===== src/rtl/perceptron_sequencer_pkg.sv =====
// perceptron_pkg: shared types and constants for the perceptron sequencer.
//   - state_t       : controller states (IDLE / RUN / DONE)
//   - SEL_*         : encoding of the 2-bit sel command input
//   - DEF_*         : default vector/element/accumulator sizes
package perceptron_pkg;

    typedef enum logic [1:0] {
        ST_IDLE = 2'b00,
        ST_RUN  = 2'b01,
        ST_DONE = 2'b10
    } state_t;

    localparam logic [1:0] SEL_HOLD    = 2'b00;
    localparam logic [1:0] SEL_SHIFT_W = 2'b01;
    localparam logic [1:0] SEL_SHIFT_D = 2'b10;
    localparam logic [1:0] SEL_START   = 2'b11;

    localparam int DEF_N_ELEM   = 16;
    localparam int DEF_W_BITS   = 2;
    localparam int DEF_D_BITS   = 8;
    localparam int DEF_ACC_BITS = 16;

endpackage


===== src/rtl/perceptron_sequencer_if.sv =====
// perceptron_sequencer_if: nibble load bus plus result handshake.
//   nib_in[3:0]   nibble shifted into the selected register
//   sel[1:0]      00 hold, 01 shift weights, 10 shift data, 11 start
//   clr[1:0]      bit0 clears weights, bit1 clears data
//   busy          high while the MAC is running
//   result        signed dot product (valid while result_valid)
//   result_valid  result available
//   result_ready  consumer accepts the result
// master: the side driving commands; slave: the sequencer.
interface perceptron_sequencer_if
    import perceptron_pkg::*;
#(
    parameter int ACC_BITS = DEF_ACC_BITS
);
    logic [3:0]          nib_in;
    logic [1:0]          sel;
    logic [1:0]          clr;
    logic                busy;
    logic [ACC_BITS-1:0] result;
    logic                result_valid;
    logic                result_ready;

    modport master (
        output nib_in, sel, clr, result_ready,
        input  busy, result, result_valid
    );

    modport slave (
        input  nib_in, sel, clr, result_ready,
        output busy, result, result_valid
    );
endinterface


===== src/rtl/perceptron_sequencer_nibble_shift_reg.sv =====
// nibble_shift_reg: WIDTH-bit register loaded four bits at a time from the LSB
// end, so the first nibble shifted in ends up in the MSBs. Clear wins over
// shift. Asynchronous active-high reset to zero.
//   clk, rst   clock / async reset
//   shift_en   shift nib_in in this cycle
//   clr_en     zero the register this cycle (priority over shift_en)
//   nib_in     nibble to shift in
//   value      current register contents
module nibble_shift_reg #(
    parameter int WIDTH = 32
) (
    input  logic             clk,
    input  logic             rst,
    input  logic             shift_en,
    input  logic             clr_en,
    input  logic [3:0]       nib_in,
    output logic [WIDTH-1:0] value
);
    logic [WIDTH-1:0] value_q;
    logic [WIDTH-1:0] value_d;

    always_comb begin
        value_d = value_q;
        if (clr_en) begin
            value_d = '0;
        end else if (shift_en) begin
            value_d = {value_q[WIDTH-5:0], nib_in};
        end
    end

    always_ff @(posedge clk or posedge rst) begin
        if (rst) begin
            value_q <= '0;
        end else begin
            value_q <= value_d;
        end
    end

    assign value = value_q;
endmodule


===== src/rtl/perceptron_sequencer.sv =====
// perceptron_sequencer: loads weight and data registers over the nibble bus in
// IDLE, then steps one shared multiply-accumulate across all N_ELEM elements
// (one element per clock) and presents the dot product on a valid/ready
// handshake.
//   clk, rst   clock / asynchronous active-high reset
//   bus        perceptron_sequencer_if.slave (nibble bus + result handshake)
// Optional build macro PERCEPTRON_RELU_EN: result is latched as max(acc, 0);
// otherwise the raw signed accumulator is latched.
module perceptron_sequencer
    import perceptron_pkg::*;
#(
    parameter int N_ELEM   = DEF_N_ELEM,
    parameter int W_BITS   = DEF_W_BITS,
    parameter int D_BITS   = DEF_D_BITS,
    parameter int ACC_BITS = DEF_ACC_BITS
) (
    input  logic                   clk,
    input  logic                   rst,
    perceptron_sequencer_if.slave  bus
);
    localparam int IDX_BITS = (N_ELEM > 1) ? $clog2(N_ELEM) : 1;
    localparam int W_REG    = N_ELEM * W_BITS;
    localparam int D_REG    = N_ELEM * D_BITS;
    localparam logic [IDX_BITS-1:0] LAST_IDX = IDX_BITS'(N_ELEM - 1);

    state_t                      state_q, state_d;
    logic [IDX_BITS-1:0]         idx_q, idx_d;
    logic signed [ACC_BITS-1:0]  acc_q, acc_d;
    logic signed [ACC_BITS-1:0]  result_q, result_d;
    logic                        busy_q, busy_d;
    logic                        valid_q, valid_d;

    logic                        w_shift, w_clr, d_shift, d_clr;
    logic [W_REG-1:0]            w_value;
    logic [D_REG-1:0]            d_value;

    nibble_shift_reg #(.WIDTH(W_REG)) u_weights (
        .clk      (clk),
        .rst      (rst),
        .shift_en (w_shift),
        .clr_en   (w_clr),
        .nib_in   (bus.nib_in),
        .value    (w_value)
    );

    nibble_shift_reg #(.WIDTH(D_REG)) u_data (
        .clk      (clk),
        .rst      (rst),
        .shift_en (d_shift),
        .clr_en   (d_clr),
        .nib_in   (bus.nib_in),
        .value    (d_value)
    );

    // Current element: signed weight times zero-extended data, widened to the
    // accumulator with sign extension.
    logic signed [W_BITS-1:0]        w_elem;
    logic [D_BITS-1:0]               d_elem;
    logic signed [W_BITS+D_BITS:0]   prod;
    logic signed [ACC_BITS-1:0]      prod_ext;
    logic signed [ACC_BITS-1:0]      acc_sum;
    logic signed [ACC_BITS-1:0]      act_val;

    always_comb begin
        w_elem   = w_value[idx_q*W_BITS +: W_BITS];
        d_elem   = d_value[idx_q*D_BITS +: D_BITS];
        prod     = w_elem * $signed({1'b0, d_elem});
        prod_ext = ACC_BITS'(prod);
        acc_sum  = acc_q + prod_ext;
`ifdef PERCEPTRON_RELU_EN
        act_val  = acc_sum[ACC_BITS-1] ? '0 : acc_sum;
`else
        act_val  = acc_sum;
`endif
    end

    always_comb begin
        state_d  = state_q;
        idx_d    = idx_q;
        acc_d    = acc_q;
        result_d = result_q;
        busy_d   = busy_q;
        valid_d  = valid_q;
        w_shift  = 1'b0;
        w_clr    = 1'b0;
        d_shift  = 1'b0;
        d_clr    = 1'b0;

        case (state_q)
            ST_IDLE: begin
                w_clr   = bus.clr[0];
                d_clr   = bus.clr[1];
                w_shift = (bus.sel == SEL_SHIFT_W);
                d_shift = (bus.sel == SEL_SHIFT_D);
                if (bus.sel == SEL_START) begin
                    state_d = ST_RUN;
                    idx_d   = '0;
                    acc_d   = '0;
                    busy_d  = 1'b1;
                end
            end
            ST_RUN: begin
                acc_d = acc_sum;
                idx_d = idx_q + IDX_BITS'(1);
                if (idx_q == LAST_IDX) begin
                    state_d  = ST_DONE;
                    busy_d   = 1'b0;
                    valid_d  = 1'b1;
                    result_d = act_val;
                end
            end
            ST_DONE: begin
                if (bus.result_ready) begin
                    state_d = ST_IDLE;
                    valid_d = 1'b0;
                end
            end
            default: begin
                state_d = ST_IDLE;
                busy_d  = 1'b0;
                valid_d = 1'b0;
            end
        endcase
    end

    always_ff @(posedge clk or posedge rst) begin
        if (rst) begin
            state_q  <= ST_IDLE;
            idx_q    <= '0;
            acc_q    <= '0;
            result_q <= '0;
            busy_q   <= 1'b0;
            valid_q  <= 1'b0;
        end else begin
            state_q  <= state_d;
            idx_q    <= idx_d;
            acc_q    <= acc_d;
            result_q <= result_d;
            busy_q   <= busy_d;
            valid_q  <= valid_d;
        end
    end

    assign bus.busy         = busy_q;
    assign bus.result       = result_q;
    assign bus.result_valid = valid_q;
endmodule


===== src/flat_wrapper.sv =====
// flat-port wrapper written by rule: the top's interface ports become plain ports
module perceptron_sequencer_flat import perceptron_pkg::*;
#(
    parameter int N_ELEM   = DEF_N_ELEM,
    parameter int W_BITS   = DEF_W_BITS,
    parameter int D_BITS   = DEF_D_BITS,
    parameter int ACC_BITS = DEF_ACC_BITS
)
  (clk, rst, bus_nib_in, bus_sel, bus_clr, bus_result_ready, bus_busy, bus_result, bus_result_valid);
  perceptron_sequencer_if #(.ACC_BITS(ACC_BITS)) bus_i ();
  input  logic clk;
  input  logic rst;
  input wire logic [$bits(bus_i.nib_in)-1:0] bus_nib_in;
  input wire logic [$bits(bus_i.sel)-1:0] bus_sel;
  input wire logic [$bits(bus_i.clr)-1:0] bus_clr;
  input wire logic [$bits(bus_i.result_ready)-1:0] bus_result_ready;
  output wire logic [$bits(bus_i.busy)-1:0] bus_busy;
  output wire logic [$bits(bus_i.result)-1:0] bus_result;
  output wire logic [$bits(bus_i.result_valid)-1:0] bus_result_valid;
  assign bus_i.nib_in = bus_nib_in;
  assign bus_i.sel = bus_sel;
  assign bus_i.clr = bus_clr;
  assign bus_i.result_ready = bus_result_ready;
  assign bus_busy = bus_i.busy;
  assign bus_result = bus_i.result;
  assign bus_result_valid = bus_i.result_valid;
  perceptron_sequencer #(.N_ELEM(N_ELEM), .W_BITS(W_BITS), .D_BITS(D_BITS), .ACC_BITS(ACC_BITS)) u_core (.clk(clk), .rst(rst), .bus(bus_i));
endmodule

===== config.mk =====
export PLATFORM = sky130hd
export DESIGN_NAME = perceptron_sequencer_flat
export DESIGN_NICKNAME = d
export VERILOG_FILES = /design/src/rtl/perceptron_sequencer_pkg.sv /design/src/rtl/perceptron_sequencer_if.sv /design/src/rtl/perceptron_sequencer_nibble_shift_reg.sv /design/src/rtl/perceptron_sequencer.sv /design/src/flat_wrapper.sv
export SDC_FILE = /design/constraint.sdc
export NUM_CORES = 1
export LEC_CHECK = 0
export CAP_MARGIN = 10
export CORE_ASPECT_RATIO = 1.25
export CORE_UTILIZATION = 40
export DETAILED_ROUTE_END_ITERATION = 10
export DONT_BUFFER_PORTS = 1
export PLACE_DENSITY = 0.51
export SYNTH_ARGS = -nofsm -noshare
export SYNTH_HDL_FRONTEND = slang
export SYNTH_SLANG_ARGS = --single-unit

===== constraint.sdc =====
create_clock -name clk -period 8.2 [get_ports clk]
set_input_delay 0.82 -clock clk [delete_from_list [all_inputs] [get_ports clk]]
set_output_delay 0.82 -clock clk [all_outputs]
set_load 0.01 [all_outputs]

Word-level counts from Yosys, hierarchy flattened

Cells that the tools add are included.

Bitwise logic cells: 2
$mul: 1
Muxes and demuxes: 22
Equal/unequal tests: 9
Shift-type cells: 2
Add/sub/neg operators: 2
Reduce and logical (&&, ||, !) cells: 9

Operators by type and width:

| cell                  | count |
|---|---|
| $mux W128             | 2 |
| $shiftx A128 B8 Y8    | 1 |
| $mux W32              | 2 |
| $pmux W16 S2          | 1 |
| $shiftx A32 B6 Y2     | 1 |
| $add A16 B11 Y16      | 1 |
| $mux W16              | 1 |
| $mul A2 B9 Y11        | 1 |
| $reduce_and A3 Y1     | 3 |
| $mux W1               | 8 |
| $pmux W4 S2           | 1 |
| $eq A2 B2 Y1 const B  | 3 |
| $mux W2               | 3 |
| $pmux W1 S3           | 2 |
| $pmux W2 S3           | 1 |
| $reduce_bool A2 Y1    | 3 |
| $add A4 B1 Y4 const B | 1 |
| $eq A2 B1 Y1 const B  | 2 |
| $eq A4 B4 Y1 const B  | 1 |
| $mux W4               | 1 |
| $ne A2 B1 Y1 const B  | 2 |
| $reduce_and A2 Y1     | 2 |
| $logic_not A2 Y1      | 1 |
| $ne A2 B2 Y1 const B  | 1 |
| $not A1 Y1            | 2 |

Bits in registers: 200
Input bits: 11
Logic and storage cells: 55
Output and inout port bits: 18

Depth between registers and ports, before layout

Depth in word-level cells: 4
Mapped depth: 19
Mapped depth without buffers: 17

Hierarchy

Synthesis repeated with hierarchy kept, for this count alone.

Cells, all modules: 880
Area total of the unflattened synthesis: 10577.6 um^2

Modules (own cells, without submodules):

| module                               | area an instance (um^2) | sequential area each (um^2) | cells an instance | times used |
|---|---|---|---|---|
| nibble_shift_reg at u_core.u_data    | 5296.3                  | 3203.1                      | 413               | 1 |
| perceptron_sequencer                 | 3953.8                  | 1001.0                      | 363               | 1 |
| nibble_shift_reg at u_core.u_weights | 1327.5                  | 800.8                       | 104               | 1 |

Least setup slack after synthesis

Ideal clock, no wire load.

Kind: register to register
From: register u_core.idx_q[0]
To: register u_core.result_q[15] (netlist: u_core.bus.result[15])
Stages on the path, launching flop included: 18
Buffers on the path: 3
Period minus slack after synthesis: 4357 ps
Required time: 8075 ps
Setup time: 125 ps
Arrival: 4232 ps
Path slack: 3843 ps
Cell sequence: dfrtp_1 > buf_2 > buf_2 > buf_2 > mux4_2 > a211oi_1 > a21oi_1 > nand2b_1 > fa_1 > inv_1 > ha_1 > a21oi_1 > o21ai_0 > a21oi_1 > o21ai_0 > xnor2_1 > xor2_1 > mux2_2

Cells in the longest elaborated chain, start to end: 3
Elaborated cells on any way between the ends: 6
Classes of those cells: add/sub: 1; mul: 1; eq/ne: 1; shift: 2; reduce/logical: 1

Ends and longest elaborated chain:

| element                                                        | RTL line                                               | text |
|---|---|---|
| from (decl)                                                    | perceptron_sequencer.sv:27                             | `logic [IDX_BITS-1:0] idx_q, idx_d;` |
| from (signal assigned)                                         | perceptron_sequencer.sv:136                            | `idx_q <= idx_d;` |
| $shiftx A128 B8 Y8 / $shiftx A32 B6 Y2 (equally long branches) | perceptron_sequencer.sv:66, perceptron_sequencer.sv:65 |  |
| $mul A2 B9 Y11                                                 | perceptron_sequencer.sv:67                             | `prod = w_elem * $signed({1'b0, d_elem});` |
| $add A16 B11 Y16                                               | perceptron_sequencer.sv:69                             | `acc_sum = acc_q + prod_ext;` |
| to (signal assigned)                                           | perceptron_sequencer.sv:138                            | `result_q <= result_d;` |
| to (decl)                                                      | perceptron_sequencer.sv:29                             | `logic signed [ACC_BITS-1:0] result_q, result_d;` |

Several ways; a longest one is shown, not always the timed one.
A chain may end at the register's enable or synchronous reset.

Worst setup path in the final report

Same ends and word-level chain as after synthesis.

==> impl_metrics.toml <==
[timing]
drv_slew = 0
fmax_mhz = 191
fin_tns_setup_ns = 0
finalSetupViolCount = 0
final.period_utilization_pct = 63.9
rsz0062_at_grt = "false"
period_minus_slack_ns = 5.24
hold_viol = 0
max_slew_margin_pct = 20.9
tightest_slew_ns = 1.18
final.setup.worst_slack_ns = 2.96
skew_ns = 0.0111

[yosys]
synth.most_common_cell = "nand2_1"
syn-cell-area_um2 = 10100
yosysTopAreaCell = "dfrtp_1"
yosys-top-cells-count = "nand2_1 (358), dfrtp_1 (200), a21oi_1 (174)"
synth_adder_area_share_pct = 4.68
synth_edf_count = 0
yosysWarnings = 0
synth_xor_area_share_pct = 1.37
synth-simple-area-share_pct = 16.1
synth-compound-area-share_pct = 13.5
ys_async_sr_fraction_pct = 100
synth_top_family_by_area = "simple AND/OR/NAND/NOR gates"
synthMuxAreaShare_pct = 11.0
synth-seq-area-share_pct = 49.5
ys_top_cells_by_area = "dfrtp_1 (49%), nand2_1 (13%), mux4_2 (8.9%), a21oi_1 (8.6%), ha_1 (3.1%)"
synthesis.nets = 1108
avgSynthCellArea_um2 = 9.51
ys.flop_type = "dfrtp_1"
synth-seq-cells = 200
syn-instance-count = 1064
yosysTopAreaCellShare_pct = 49.5
synth_cell_type_count = 41

[routing]
firstDrtPassIters = 4
ant_nets = 0
drc = 0
via_count = 7272
routedWlPerCell_um = 17.1
drt_iter0_drc = 439
wl_mm = 23.4
viasPerCell = 5.33

[clocking]
cts_max_level = 4
cts.clk_slew.worst_paths_ns = 0.08
cts_tree = "built"
cts_root_buf = "clkbuf_16"
clock_sinks = 200
worstSkewPairLatency_ns = 0.44
postCtsHoldBufs = 0
cts_resized = 0
cts_setup_buffers = 0
clockBufferDepth = 2
cts_buffers = 17

[finish]
layout-drive-gt1-share_pct = 9.77
multi_input_area_um2 = 4740
area.growth.synth_to_final_pct = 7.93
diodes = 0
finalNetCount = 1065
stdcell_count = 1364
final_area_um2 = 10900
ff_latch_area_um2 = 5010
fillerInstances = 2458

[floorplanning]
start_util_pct = 41.0
die_area_um2 = 25900
io_pins = 29
fp.dieH_um = 180
core_um2 = 24700
fp.dieW_um = 144
rows = 64

[global_route]
antenna_found_initial = 0
grt_max_degree = 129
grt_pass1_wl_mm = 39.5
overflow = 0
grt_usage_pct = 19.5
grt_pass1_vias = 7350

[place]
place_congestion = 0.831
dp.cells = 1332
placed_area_um2 = 10400
post-place-ws_ns = 2.85
port_buffers = 0
hpwl_mm = 14.5

[flow_run]
cap_violations = 0

[power]
cellPowerDensity_nw_per_um2 = 281
leakagePower_nw = 4.73
max-vdd-ir-drop_mv = 0.144

[setup_path]
worstPathRequired_ns = 8.53
crit_fanout = 29
r2r-start = "u_core.idx_q[0]"
ff2ff_setup_slack_ns = 2.96
worstSetupEndpointType = "flip-flop"
path_class = "reg -> reg"
start_kind = "flip-flop"
timing.rr.end = "u_core.bus.result[15]"
r2r_cells = 15
cp.arrival_ns = 5.57

[status]
outcome = "completed"

[worst_hold_path]
hp-class = "in -> async"
-- layout make-up --
cell class	instances	share of cell area, %
Tap cell	330	3.78
Clock inverter	12	0.802
Sequential cell	200	45.9
Inverter	27	0.997
Timing Repair Buffer	12	0.825
Clock buffer	20	4.28
Multi-Input combinational cell	763	43.5
-- worst max path at each step --
stage | start | slack, ns | end | cells after the start
after global placement | u_core.idx_q[0] | 2.86 | u_core.bus.result[15] | 15
after floorplan | rst | 1.93 | u_core.acc_q[0] | 1
final | u_core.idx_q[0] | 2.96 | u_core.bus.result[15] | 15
after detailed placement | u_core.idx_q[0] | 2.85 | u_core.bus.result[15] | 15
after global routing | u_core.idx_q[0] | 2.36 | u_core.bus.result[15] | 15
after CTS | u_core.idx_q[0] | 2.83 | u_core.bus.result[15] | 15
-- report_power, final --
group,leakage (nW),switching [mW],internal [mW],total [mW]
registers,2.74,0.197,1.11,1.30
logic,1.72,0.571,0.390,0.961
clock network,0.274,0.391,0.416,0.808
total,4.73,1.16,1.91,3.07
-- cell families (layout without fill, tap and decap cells) --
kind of cell | Yosys count | count (layout)
simple gates | 414 | 414
compound gates | 241 | 241
flops | 200 | 200
buf+inv | 101 | 71
mux | 60 | 60
fa+ha+maj | 33 | 33
xor+xnor | 15 | 15
-- sequential cells by signal, summed over array words and instances (netlist names) --
register	flops
u_core.acc_q	16
u_core.bus.busy	1
u_core.bus.result	16
u_core.bus.result_valid	1
u_core.idx_q	4
u_core.state_q	2
u_core.u_data.value	128
u_core.u_weights.value	32
-- critical path, stage by stage (launching register included) --
cell and delay (ns):
dfrtp_2 0.97, buf_4 0.45, mux4_2 0.53, nor2b_1 0.14, a211oi_1 0.30, a21oi_1 0.14
nor2_1 0.26, fa_1 0.43, ha_1 0.35, and2_1 0.18, nor2b_1 0.12, a21oi_1 0.35
o21ai_0 0.19, xnor2_1 0.30, xor2_1 0.10, mux2_2 0.27
-- per-stage QoR --
step                hold slack [ns]  utilization, %  total power [mW]
global placement              0.482            42.0              2.30
finish                        0.430            44.3              3.07
detailed placement            0.493            42.0              2.30
floorplan                     0.455               -              2.03
global route                  0.507            44.3              3.29
CTS                           0.471            44.3              3.12
-- layout by cell type (no fill, tap or decap), types with 5 or more instances in the layout --
cell type and n:
ha_1 25, a21oi_1 174, mux2_2 8, dfrtp_1 199
mux4_2 40, inv_1 26, a32o_1 8, xor2_1 6
inv_6 5, xnor2_1 8, mux2i_1 11, nor2_1 25
buf_4 12, a22o_1 14, a211oi_1 8, clkbuf_16 17
nand2_1 358, nor2b_1 11, o21ai_0 22, fa_1 8
-- routing by layer --
metal / GRT usage [%] / part of all wire [%]
met3: 3.33 / 1.9
met5: 0 / 0
met2: 32.1 / 50
met1: 26.5 / 47
met4: 5.26 / 1.1
No activity file was read; power rests on OpenSTA's default activity.
